## src/rtl/mips_multicycle_control.sv

```systemverilog
// Main control FSM for the multicycle MIPS core: sequences the shared datapath
// through fetch/decode/execute/memory/write-back and counts retired instructions.
module mips_multicycle_control (
  input  logic        clk,
  input  logic        reset,
  input  logic [5:0]  Opcode,
  input  logic        MemReady,
  output logic        PCWrite,
  output logic        PCWriteCond,
  output logic        BranchNE,
  output logic        IorD,
  output logic        MemRead,
  output logic        MemWrite,
  output logic        IRWrite,
  output logic [1:0]  RegDst,
  output logic [1:0]  MemtoReg,
  output logic        RegWrite,
  output logic        ALUSrcA,
  output logic [1:0]  ALUSrcB,
  output logic        ExtOp,
  output logic [2:0]  ALUOp,
  output logic [1:0]  PCSource,
  output logic        IllegalOp,
  output logic [31:0] InstrCount
);

  typedef enum logic [3:0] {
    IDLE, FETCH, DECODE, MEM_ADDR, MEM_RD, MEM_WB, MEM_WR,
    R_EXEC, R_WB, I_EXEC, I_WB, BRANCH, JUMP
  } state_t;

  localparam logic [5:0] OP_RTYPE = 6'h00, OP_J    = 6'h02, OP_JAL  = 6'h03,
                         OP_BEQ   = 6'h04, OP_BNE  = 6'h05, OP_ADDI = 6'h08,
                         OP_ANDI  = 6'h0C, OP_ORI  = 6'h0D, OP_LUI  = 6'h0F,
                         OP_LW    = 6'h23, OP_SW   = 6'h2B;

  state_t state, nextState;
  logic   retire;

  always_ff @(posedge clk or negedge reset) begin
    if (!reset) state <= IDLE;
    else        state <= nextState;
  end

  always_ff @(posedge clk or negedge reset) begin
    if (!reset)      InstrCount <= 32'd0;
    else if (retire) InstrCount <= InstrCount + 32'd1;
  end

  always_comb begin
    nextState   = state;
    retire      = 1'b0;
    PCWrite     = 1'b0;
    PCWriteCond = 1'b0;
    BranchNE    = 1'b0;
    IorD        = 1'b0;
    MemRead     = 1'b0;
    MemWrite    = 1'b0;
    IRWrite     = 1'b0;
    RegDst      = 2'b00;
    MemtoReg    = 2'b00;
    RegWrite    = 1'b0;
    ALUSrcA     = 1'b0;
    ALUSrcB     = 2'b00;
    ExtOp       = 1'b0;
    ALUOp       = 3'b000;
    PCSource    = 2'b00;
    IllegalOp   = 1'b0;
    case (state)
      IDLE: nextState = FETCH;
      FETCH: begin
        MemRead = 1'b1;
        ALUSrcB = 2'b01;
        // IR and PC+4 commit only in the cycle memory delivers the word
        if (MemReady) begin
          IRWrite   = 1'b1;
          PCWrite   = 1'b1;
          nextState = DECODE;
        end
      end
      DECODE: begin
        ALUSrcB = 2'b11;
        case (Opcode)
          OP_LW, OP_SW:                  nextState = MEM_ADDR;
          OP_RTYPE:                      nextState = R_EXEC;
          OP_ADDI, OP_ANDI, OP_ORI, OP_LUI: nextState = I_EXEC;
          OP_BEQ, OP_BNE:                nextState = BRANCH;
          OP_J, OP_JAL:                  nextState = JUMP;
          default: begin
            IllegalOp = 1'b1;
            nextState = FETCH;
          end
        endcase
      end
      MEM_ADDR: begin
        ALUSrcA   = 1'b1;
        ALUSrcB   = 2'b10;
        nextState = (Opcode == OP_SW) ? MEM_WR : MEM_RD;
      end
      MEM_RD: begin
        MemRead = 1'b1;
        IorD    = 1'b1;
        if (MemReady) nextState = MEM_WB;
      end
      MEM_WB: begin
        RegWrite  = 1'b1;
        MemtoReg  = 2'b01;
        retire    = 1'b1;
        nextState = FETCH;
      end
      MEM_WR: begin
        MemWrite = 1'b1;
        IorD     = 1'b1;
        if (MemReady) begin
          retire    = 1'b1;
          nextState = FETCH;
        end
      end
      R_EXEC: begin
        ALUSrcA   = 1'b1;
        ALUOp     = 3'b010;
        nextState = R_WB;
      end
      R_WB: begin
        RegWrite  = 1'b1;
        RegDst    = 2'b01;
        retire    = 1'b1;
        nextState = FETCH;
      end
      I_EXEC: begin
        ALUSrcA = 1'b1;
        ALUSrcB = 2'b10;
        case (Opcode)
          OP_ANDI: begin ExtOp = 1'b1; ALUOp = 3'b100; end
          OP_ORI:  begin ExtOp = 1'b1; ALUOp = 3'b011; end
          OP_LUI:  ALUOp = 3'b101;
          default: ALUOp = 3'b000;
        endcase
        nextState = I_WB;
      end
      I_WB: begin
        RegWrite  = 1'b1;
        retire    = 1'b1;
        nextState = FETCH;
      end
      BRANCH: begin
        ALUSrcA     = 1'b1;
        ALUOp       = 3'b001;
        PCWriteCond = 1'b1;
        PCSource    = 2'b01;
        BranchNE    = (Opcode == OP_BNE);
        retire      = 1'b1;
        nextState   = FETCH;
      end
      JUMP: begin
        PCWrite  = 1'b1;
        PCSource = 2'b10;
        // jal links the return address (PC+4 already in PC) into $31
        if (Opcode == OP_JAL) begin
          RegWrite = 1'b1;
          RegDst   = 2'b10;
          MemtoReg = 2'b10;
        end
        retire    = 1'b1;
        nextState = FETCH;
      end
      default: nextState = IDLE;
    endcase
  end

endmodule

```

## config.mk

```make
export PLATFORM = sky130hd
export DESIGN_NAME = mips_multicycle_control
export DESIGN_NICKNAME = d
export VERILOG_FILES = /design/src/rtl/mips_multicycle_control.sv
export SDC_FILE = /design/constraint.sdc
export NUM_CORES = 1
export LEC_CHECK = 0
export BUFFER_PORTS_ARGS = -buffer_cell sky130_fd_sc_hd__buf_2
export CAP_MARGIN = 40
export CORE_AREA = 5 5 71 73
export DETAILED_ROUTE_END_ITERATION = 10
export DIE_AREA = 0 0 76 78
export HOLD_SLACK_MARGIN = 0.1
export PLACE_DENSITY = 0.85
export REMOVE_ABC_BUFFERS = 1
export SLEW_MARGIN = 10
export SYNTH_ARGS = -nofsm -noshare
export SYNTH_HDL_FRONTEND = slang
export SYNTH_SLANG_ARGS = --single-unit
```

## constraint.sdc

```tcl
create_clock -name clk -period 2.1 [get_ports clk]
set_clock_uncertainty 0.15 [all_clocks]
set_input_delay 0.42 -clock clk [delete_from_list [all_inputs] [get_ports clk]]
set_output_delay 0.42 -clock clk [all_outputs]
set_load 0.01 [all_outputs]
```

# Word-level counts from Yosys, hierarchy flattened

Cells that the tools add are included.

Equality and inequality tests: 25
$add $sub $neg: 1
Multiplexer cells: 29
Reduce and logical (&&, ||, !) cells: 16

Operators by type and width:

| operator              | count |
|---|---|
| $add 32x1->32 const B | 1 |
| $pmux 4 s8            | 1 |
| $eq 6x4->1 const B    | 4 |
| $eq 4x4->1 const B    | 5 |
| $pmux 4 s5            | 1 |
| $pmux 3 s3            | 2 |
| $eq 4x3->1 const B    | 4 |
| $reduce_or 2->1       | 7 |
| $mux 1                | 13 |
| $eq 6x2->1 const B    | 2 |
| $eq 6x3->1 const B    | 2 |
| $eq 6x6->1 const B    | 2 |
| $mux 4                | 3 |
| $pmux 2 s2            | 3 |
| $reduce_or 11->1      | 1 |
| $eq 4x2->1 const B    | 2 |
| $reduce_or 4->1       | 2 |
| $logic_not 6->1       | 1 |
| $ne 2x2->1 const B    | 3 |
| $pmux 1 s2            | 3 |
| $pmux 2 s3            | 1 |
| $reduce_or 6->1       | 1 |
| $reduce_or 5->1       | 1 |
| $eq 4x1->1 const B    | 1 |
| 4 further kinds       | 5 |

Flip-flop bits (word level): 36
Input bits: 9
Output and inout port bits: 54
Word-level logic and storage cells: 73

# Depth between registers and ports, before layout

Word-level depth: 4
Depth in mapped cells: 7
Gate-level depth less buffers: 6

# Worst setup path after synthesis

No wires, ideal clock.

Kind: register to output
From: register state[1]
To: output port RegDst[1]
Stages on the path, launching flop included: 5
Data arrival time: 1.448 ns
Required time: 1.530 ns
Path slack: 0.082 ns
Buffers on the path: 2
Cell sequence: dfrtp_1 clkbuf_1 nor3_1 and3_1 buf_4

Longest elaborated chain between the ends: 2
Elaborated cells between the ends (all ways): 3
Classes of those cells: eq/ne: 2; mux: 1

Ends and longest elaborated chain:

| what                     | line | text |
|---|---|---|
| start: declaration       | 37   | `state_t state, nextState;` |
| start signal: assignment | 42   | `else state <= nextState;` |
| $eq 4x4->1               | 69   | `case (state)` |
| $pmux 2 s2 (*)           | 69   |  |
| end: declaration         | 15   | `output logic [1:0] RegDst,` |

Mark *: on every way between the ends. The rest lies on a longest branch, timed or not.

# Final worst setup path

From: register state[0]
To: output port RegWrite

Longest elaborated chain between the ends: 3
Elaborated cells between the ends (all ways): 6
Classes of those cells: eq/ne: 4; mux: 1; reduce/logical: 1

Ends and longest elaborated chain:

| what                                            | line | text |
|---|---|---|
| $eq 4x4->1 / $eq 4x3->1 (equally long branches) | 69   |  |
| $reduce_or 3->1 (no source line)                | n/a  |  |
| $pmux 1 s2 (*)                                  | 69   |  |
| end: declaration                                | 17   | `output logic RegWrite,` |

Marked as above.

==> results.cfg <==
[status]
status = complete, no violations

[route]
dr.pass1.iters = 4
wire_per_inst_um = 15.1
drt_iter0_markers = 125
vias_per_cell = 5.50
drtAntennaViolNets = 0
num_vias = 1902
drt_wl_total_um = 5220
drc = 0

[timing]
fin_crit_ns = 2.05
tns_ns = 0
slew_violations = 0
finalCritPeriodShare_pct = 97.8
worst_pin_slew_ns = 0.531
slew_headroom_pct = 64.1
setup_viol = 0
rsz0062_at_grt = yes
finalHoldViolations = 0
fmax_ghz = 0.487

[worst_hold_path]
hp-class = reg2reg
min-delay-start = InstrCount[31]

[global_routing]
grt_max_degree = 37
grt_pass1_vias = 1840
grt_overflow = 0
grt_antenna_before_repair = 0
track_usage_pct = 17.3
grt_pass1_wl_um = 8620

[clocking]
cts_tree = done
cts_max_level = 2
numCtsBuffers = 5
clock_sinks = 36
cts.clk_slew.worst_paths_ns = 0.07
clockBufferDepth = 2
cts-root-buf = clkbuf_8
clk_latency_ns = 0.29

[synth]
yosysMostFrequentCell = dfrtp_1
ys_async_sr_fraction_pct = 100
synth_ff_type = dfrtp_1
yosys-top-cells-area = dfrtp_1, xnor2_1, nand3_1
yosysTopAreaCell = dfrtp_1
synth_cells = 213
synth_warnings = 0
synth_seq_cells = 36
ys_seq_area_share_pct = 42.9
ys_top_cells_by_count = dfrtp_1, xnor2_1, nand3_1
synth_edf_count = 0
syn_area_um2 = 2100
yosys.area.top_type_share_pct = 42.9
synth.distinct_cells = 49
syn_area_per_cell_um2 = 9.87

[finish]
fin_nets = 303
synthToLayoutAreaGrowth_pct = 31.6
diodes = 0
utilization_pct = 64.4
drive_above_1_share_pct = 42.2

[die]
rows = 24
die_h_um = 78
initial_utilization_pct = 49.0
dieArea_um2 = 5930
core-area_um2 = 4290
pin_count = 63
die_width_um = 76

[worst_setup_path]
cp.arrival_ns = 1.48
path_class = reg2out
crit_family = flip-flops
end_kind = output pin
start_kind = flop
cp_cell_sequence = buf_6 > and4bb_2 > a31o_2 > buf_2
required_ns = 1.53
rr_startpoint = state[3]
r2r_slack_ns = 0.11
cp_max_fo = 7
crit_slowest_cell = dfrtp_1
crit_buf_inv = 2
cp-startpoint = state[0]
critPathMaxStageDelay_ns = 0.42

[pwr]
p_leak_nw = 1.34
p_per_area_nw_per_um2 = 902
vdd_drop_max_mv = 0.523

[placed_design]
io_buffers = 62
dp_hpwl_um = 3560
place.gp.congestion = 0.855

[run]
cap_violations = 0
## worst register-to-register path, delay by kind of cell, from the launching register on
kind	cells	cell delay, ns
simple gates	2	0.45
compound gates	2	0.49
xor+xnor	1	0.16
buf+inv	1	0.18
flops	1	0.46
## placed cells by master, fill, tap and decap left out, drive strengths merged, types with 2 or more instances in the layout
master,n
o21ai,3
nand2b,2
mux2i,2
nand3,17
nor2,11
inv,4
a21oi,9
nor2b,5
xnor2,31
and3,11
buf,85
clkbuf,7
nor3,11
dfrtp,36
nand4,11
nor3b,2
nand2,16
xor2,2
and4,5
## power by group
part / internal [mW] / switching, mW / leakage [nW]
clock: 0.266 / 0.236 / 0.0445
sequential: 0.776 / 0.110 / 0.481
combinational: 0.536 / 0.570 / 0.814
total: 1.58 / 0.916 / 1.34
## cells by family (layout without fill, tap and decap cells)
family	count (synthesis)	in the layout	share of synthesized area, %
adders and majority gates	1	1	0.595
muxes	3	3	1.49
AOI/OAI and AO/OA	26	26	10.4
and+or+nand+nor	97	97	26.6
buffers and inverters	17	98	4.28
xor gates and xnor gates	33	33	13.8
DFF	36	36	42.9
## per-layer routing
layer  global-route usage (%)  up-vias  share of wire, %
li1                         -      921                 -
met1                     21.7      910                45
met2                     28.1       63                48
met3                     5.21        8               5.8
met4                     6.76        0               1.7
met5                        0        -                 0
## final cells by class
class | count | area, µm²
clock buffers | 7 | 86.3
clock inverters | 1 | 7.51
fillers | 356 | 1530
inverters | 4 | 17.5
multi-input cells | 160 | 1180
flip-flops and latches | 36 | 905
well taps | 52 | 65.1
repair buffers | 86 | 500
## repair_timing
item | 4_1_cts | 5_1_grt
hold buffers | 1 | 0
setup endpoints to repair | 12 | 11
setup buffers | 6 | 7
gates cloned | 0 | 0
pin swaps | 0 | 6
endpoints found under the hold margin | 36 | 0
gates resized for setup | 9 | 15
## through the flow
step	instance area (µm²)	setup slack, ns	std cells	power [mW]	hold WS (ns)
2_1_floorplan	2030	0.0946	200	1.39	-0.0256
3_3_place_gp	2480	0.0671	324	1.73	0.310
3_5_place_dp	2480	0.0326	324	1.75	0.318
4_1_cts	2650	0.0102	339	2.34	0.326
5_1_grt	2770	-0.0460	346	2.65	0.349
6_report	2770	0.0472	346	2.49	0.325
## worst paths after layout
check / cells past startpoint / end
max: 4 / RegWrite
min: 1 / InstrCount[31]
max reg2reg: 6 / InstrCount[22]
min reg2reg: 1 / InstrCount[31]
max in group asynchronous: 3 / state[1]
min in group asynchronous: 3 / InstrCount[17]
## registers in the layout, summed over array words and instances (netlist names)
| signal | count |
|---|---|
| InstrCount | 32 |
| state | 4 |
Power figures use the tool's default switching activity.
